File: config.mk
export PLATFORM = sky130hd
export DESIGN_NAME = mul_seq_ctrl
export DESIGN_NICKNAME = d
export VERILOG_FILES = /design/src/rtl/mul_seq_ctrl.sv
export SDC_FILE = /design/constraint.sdc
export NUM_CORES = 1
export LEC_CHECK = 0
export CAP_MARGIN = 20
export CORE_ASPECT_RATIO = 1.5
export CORE_UTILIZATION = 41
export DETAILED_ROUTE_END_ITERATION = 12
export PLACE_DENSITY_LB_ADDON = 0.12
export SLEW_MARGIN = 0
export SYNTH_ARGS = -nofsm -noshare
export SYNTH_HDL_FRONTEND = slang
export SYNTH_SLANG_ARGS = --single-unit
export TNS_END_PERCENT = 1
File: constraint.sdc
create_clock -name clk -period 4.8 [get_ports clk]
set_clock_uncertainty 0.2 [all_clocks]
set_input_delay 0.96 -clock clk [delete_from_list [all_inputs] [get_ports clk]]
set_output_delay 0.96 -clock clk [all_outputs]
set_load 0.01 [all_outputs]
File: src/rtl/mul_seq_ctrl.sv
// rtl/mul_seq_ctrl.sv - EX-stage sequencer for the combinational M-extension multiplier
//
// Registers operands and instruction type, holds them on the multiplier inputs
// for LATENCY cycles (multicycle path), captures the product and hands it to
// writeback over a valid/ready handshake. busy stalls the pipeline while an
// operation is in flight.
//
// Optional feature: define MUL_RESULT_CACHE_EN to add a one-entry result cache
// that lets an exact repeat of the last operation skip the EXEC wait.
//
// Ports:
//   clk, rst                        clock (rising edge), async active-high reset
//   req_valid / req_ready           request handshake from EX
//   inst_type, rs1_data, rs2_data   decoded type and operands
//   flush                           pipeline kill, aborts any operation
//   mul_inst_type, mul_rs1, mul_rs2 registered multiplier inputs
//   mul_out                         multiplier result
//   rsp_valid / rsp_ready           result handshake to writeback
//   rsp_data                        captured result
//   busy                            stall request (state != IDLE)

`ifndef INST_MUL
`define INST_MUL    6'd20
`endif
`ifndef INST_MULH
`define INST_MULH   6'd21
`endif
`ifndef INST_MULHSU
`define INST_MULHSU 6'd22
`endif
`ifndef INST_MULHU
`define INST_MULHU  6'd23
`endif

module mul_seq_ctrl #(
  parameter int WIDTH   = 32,
  parameter int LATENCY = 2
) (
  input  logic             clk,
  input  logic             rst,
  input  logic             req_valid,
  output logic             req_ready,
  input  logic [5:0]       inst_type,
  input  logic [WIDTH-1:0] rs1_data,
  input  logic [WIDTH-1:0] rs2_data,
  input  logic             flush,
  output logic [5:0]       mul_inst_type,
  output logic [WIDTH-1:0] mul_rs1,
  output logic [WIDTH-1:0] mul_rs2,
  input  logic [WIDTH-1:0] mul_out,
  output logic             rsp_valid,
  input  logic             rsp_ready,
  output logic [WIDTH-1:0] rsp_data,
  output logic             busy
);

  typedef enum logic [1:0] {
    IDLE = 2'd0,
    EXEC = 2'd1,
    DONE = 2'd2
  } state_t;

  localparam logic [3:0] CNT_INIT = 4'(LATENCY - 1);

  state_t     state;
  logic [3:0] cnt;
  logic       is_mul;
  logic       fire;

  assign is_mul = (inst_type == `INST_MUL)    || (inst_type == `INST_MULH) ||
                  (inst_type == `INST_MULHSU) || (inst_type == `INST_MULHU);

  // req_ready is a registered copy of (state == IDLE), so it gates fire directly.
  assign fire = req_valid && req_ready && is_mul;

`ifdef MUL_RESULT_CACHE_EN
  logic             c_vld;
  logic [5:0]       c_type;
  logic [WIDTH-1:0] c_rs1;
  logic [WIDTH-1:0] c_rs2;
  logic [WIDTH-1:0] c_res;
  logic             c_hit;

  assign c_hit = c_vld && (c_type == inst_type) && (c_rs1 == rs1_data) &&
                 (c_rs2 == rs2_data);
`endif

  always_ff @(posedge clk or posedge rst) begin
    if (rst) begin
      state         <= IDLE;
      cnt           <= 4'd0;
      req_ready     <= 1'b1;
      busy          <= 1'b0;
      rsp_valid     <= 1'b0;
      rsp_data      <= '0;
      mul_inst_type <= 6'd0;
      mul_rs1       <= '0;
      mul_rs2       <= '0;
`ifdef MUL_RESULT_CACHE_EN
      c_vld         <= 1'b0;
      c_type        <= 6'd0;
      c_rs1         <= '0;
      c_rs2         <= '0;
      c_res         <= '0;
`endif
    end else if (flush) begin
      // Kill wins over every transition, including an accept or a capture in
      // the same cycle; the cache is deliberately left untouched.
      state     <= IDLE;
      req_ready <= 1'b1;
      busy      <= 1'b0;
      rsp_valid <= 1'b0;
    end else begin
      case (state)
        IDLE: begin
          if (fire) begin
            mul_inst_type <= inst_type;
            mul_rs1       <= rs1_data;
            mul_rs2       <= rs2_data;
            req_ready     <= 1'b0;
            busy          <= 1'b1;
`ifdef MUL_RESULT_CACHE_EN
            if (c_hit) begin
              rsp_data  <= c_res;
              rsp_valid <= 1'b1;
              state     <= DONE;
            end else begin
              cnt   <= CNT_INIT;
              state <= EXEC;
            end
`else
            cnt   <= CNT_INIT;
            state <= EXEC;
`endif
          end
        end

        EXEC: begin
          if (cnt != 4'd0) begin
            cnt <= cnt - 4'd1;
          end else begin
            rsp_data  <= mul_out;
            rsp_valid <= 1'b1;
            state     <= DONE;
`ifdef MUL_RESULT_CACHE_EN
            c_vld  <= 1'b1;
            c_type <= mul_inst_type;
            c_rs1  <= mul_rs1;
            c_rs2  <= mul_rs2;
            c_res  <= mul_out;
`endif
          end
        end

        DONE: begin
          // Returning to IDLE costs a cycle: req_ready only rises afterwards.
          if (rsp_ready) begin
            rsp_valid <= 1'b0;
            req_ready <= 1'b1;
            busy      <= 1'b0;
            state     <= IDLE;
          end
        end

        default: begin
          state     <= IDLE;
          req_ready <= 1'b1;
          busy      <= 1'b0;
          rsp_valid <= 1'b0;
        end
      endcase
    end
  end

endmodule
==> impl_metrics.toml <==
[cts]
clk_latency_ps = 340
cts_made_buffers = 9
cts-root-buf = "clkbuf_16"
ctsHoldBuffers = 0
clockBufferDepth = 2
cts_tree = "done"
clock_sinks = 111
cts.htree.levels = 3
clk_pin_slew_ps = 70
post-cts-setup-buffers = 0
cts_resized = 0

[logic_synthesis]
ys_seq_area_share_pct = 63.6
synth-warning-count = 0
yosys.area.top_type_share_pct = 63.0
synth_area_leaders = "dfrtp_1 63%, mux2_1 18%, mux2_2 5.9%"
syn_nets = 376
avgSynthCellArea_sq_um = 16.4
syn_inst = 267
ys_ff_latch = 111
yosysUniqueCellTypes = 35
yosysTopAreaCell = "dfrtp_1"
syn-cell-area_sq_um = 4370

[sta]
period_needed_ps = 3140
finalSetupTns_ps = 0
worstMarginPinSlew_ps = 643
slew_viol_final = 0
worst_slack_ps = 1660
setup_viol = 0
max_freq_mhz = 319
rsz0062_at_grt = "false"
fin_crit_sh_pct = 65.4
final_hold_viol_count = 0
relSlewSlack_pct = 57.0

[power]
power.density_nw_per_um2 = 380
vdd_drop_max_uv = 176
p_leak_uw = 0.00315

[critical_path]
reg2reg_from = "req_ready$_DFFE_PP1P_"
required_ps = 4820
rrSetupSlack_ps = 2280
start_kind = "primary input"
r2r-end = "mul_rs1[11]$_DFFE_PP0P_"
slowest_stage = "clkdlybuf4s50_1"
rr_worst_depth = 4
cp-end-kind = "flip-flop"
crit_fanout = 34
crit_chain = "clkdlybuf4s50_1, nor2_2, nand4_4, buf_4, mux2_1"
crit_type = "primary input to flip-flop"
arrival_ps = 3160
cpPeakStageDelay_ps = 600

[place]
place_ws_ps = 1260
routabilityCongestion = 0.760
portBuffers = 211
dp_hpwl_mm = 7.75

[final_layout]
drive_gt1_share_pct = 11.3
diodes = 0
fillers = 797
seq_area_sq_um = 2780
syn_to_final_growth_pct = 57.7
multiInputGateArea_sq_um = 1460
fin_nets = 591

[route]
wl_per_cell_um = 16.4
viasPerCell = 4.77
vias = 2991
drt-initial-drc-count = 77
drt_wl_total_mm = 10.3
first_pass_iters = 4
drc_errors = 0
antenna_left = 0

[die]
coreArea_sq_um = 10200
io_pins = 212
rows = 45
die_w_um = 86.3
die_y_um = 128
initial_utilization_pct = 42.6
die_area_sq_um = 11100

[grt]
track_usage_pct = 19.3
grt_max_degree = 48
antenna_found_initial = 0
overflow = 0
grt_pass1_wl_mm = 16.1
grt_pass1_vias = 3211

[min_path]
worstHoldPathCells = 1
hold_path.startpoint = "mul_inst_type[4]$_DFFE_PP0P_"
holdPathEnd = "mul_inst_type[4]$_DFFE_PP0P_"
hp-class = "flip-flop to flip-flop"

[run]
cap_violations = 0

[run_status]
outcome = "finished, final reports clean"
==> worst max-delay path: cells and delay by family <==
family	cells	cell delay [ps]
buffers and inverters	2	1060
AND/OR/NAND/NOR	2	770
multiplexers	1	340
==> through the flow <==
step	cell area (sq um)	std cells	power (uW)	util, %	hold slack (ps)
6_report	6890	627	2610	67.2	273
4_1_cts	6890	627	2650	67.2	272
3_5_place_dp	6570	612	1850	64.2	255
5_1_grt	6890	627	2740	67.2	286
3_3_place_gp	6570	612	1830	64.2	252
2_1_floorplan	4370	267	1430	-	300
==> power breakdown <==
group          switching [uW]  internal, uW  total (uW)
sequential               81.6          1080        1170
combinational             235           427         662
clock                     319           467         787
==> layout make-up <==
class | count | area share, %
clock buffer | 11 | 3.52
clock inverter | 4 | 1.02
inverter | 5 | 0.309
multi-input combinational | 140 | 21.1
sequential | 111 | 40.4
tap | 141 | 2.56
timing repair buffer | 215 | 31.1
==> cells in the mapped netlist <==
| master | instances |
|---|---|
| nand4_4 | 1 |
| nand2b_1 | 4 |
| nand2_1 | 1 |
| dfrtp_1 | 110 |
| nor2_2 | 1 |
| nor2_1 | 1 |
| a21oi_1 | 4 |
| o2bb2ai_1 | 1 |
| nor2b_1 | 3 |
| a21o_1 | 1 |
| and4b_1 | 1 |
| mux2_2 | 23 |
| a22oi_1 | 1 |
| nor3b_4 | 1 |
| ha_1 | 2 |
| o31ai_1 | 1 |
| mux2_4 | 6 |
| nor3b_2 | 1 |
| o21ai_0 | 2 |
| a31oi_1 | 1 |
| buf_2 | 1 |
| a22o_1 | 2 |
| or3_1 | 1 |
| inv_1 | 5 |
| nor3_1 | 3 |
| nand4_1 | 1 |
| o21bai_1 | 1 |
| or3b_2 | 1 |
| buf_6 | 9 |
| dfstp_2 | 1 |
| mux2i_1 | 2 |
| buf_4 | 1 |
| mux2_1 | 70 |
| nand2_4 | 1 |
| and2_1 | 2 |
==> cells in the final DEF, fill, tap and decap left out, types with 2 or more instances in the layout <==
| master | netlist | routed |
|---|---|---|
| nand2b_1 | 4 | 4 |
| dfrtp_1 | 110 | 110 |
| mux2_2 | 23 | 23 |
| and2_1 | 2 | 2 |
| clkdlybuf4s50_1 | 0 | 211 |
| nor2b_1 | 3 | 3 |
| a21oi_1 | 4 | 4 |
| o21ai_0 | 2 | 2 |
| buf_4 | 1 | 4 |
| clkinv_2 | 0 | 2 |
| mux2i_1 | 2 | 2 |
| bufinv_16 | 0 | 2 |
| ha_1 | 2 | 2 |
| mux2_1 | 70 | 70 |
| mux2_4 | 6 | 6 |
| a22o_1 | 2 | 2 |
| clkbuf_16 | 0 | 9 |
| inv_1 | 5 | 4 |
| nor3_1 | 3 | 3 |
==> flip-flops by register name (all words and copies together) (netlist names) <==
register,cells
mul_rs2,32
mul_rs1,32
state,2
cnt,4
rsp_valid,1
mul_inst_type,6
rsp_data,32
req_ready,1
busy,1
==> worst max-delay path by stage <==
stage / start / end / slack, ps
floorplan: rst / busy$_DFFE_PP0P_ / 710
global placement: flush / mul_rs1[11]$_DFFE_PP0P_ / 1320
detailed placement: flush / mul_rs1[15]$_DFFE_PP0P_ / 1260
CTS: flush / mul_rs1[11]$_DFFE_PP0P_ / 1630
global route: flush / mul_rs1[10]$_DFFE_PP0P_ / 1500
finish: flush / mul_rs1[11]$_DFFE_PP0P_ / 1660
==> cell families (layout without fill, tap and decap cells) <==
| kind of cell | count (synthesis) | in the layout | share of synthesized area [%] |
|---|---|---|---|
| compound gates | 14 | 14 | 2.12 |
| mux | 101 | 101 | 26.5 |
| buf+inv | 16 | 235 | 3.04 |
| flops | 111 | 111 | 63.6 |
| fa+ha+maj | 2 | 2 | 0.573 |
| simple gates | 23 | 23 | 4.13 |
==> per-layer routing <==
| layer | up-vias | share of wire (%) | global-route usage (%) |
|---|---|---|---|
| met3 | 14 | 6.6 | 5.52 |
| met2 | 123 | 55 | 34.7 |
| met1 | 1488 | 37 | 21.4 |
| met4 | 0 | 2.2 | 7.45 |
| met5 | - | 0 | 0 |
| li1 | 1366 | - | - |
No activity file was read; power rests on OpenSTA's default activity.
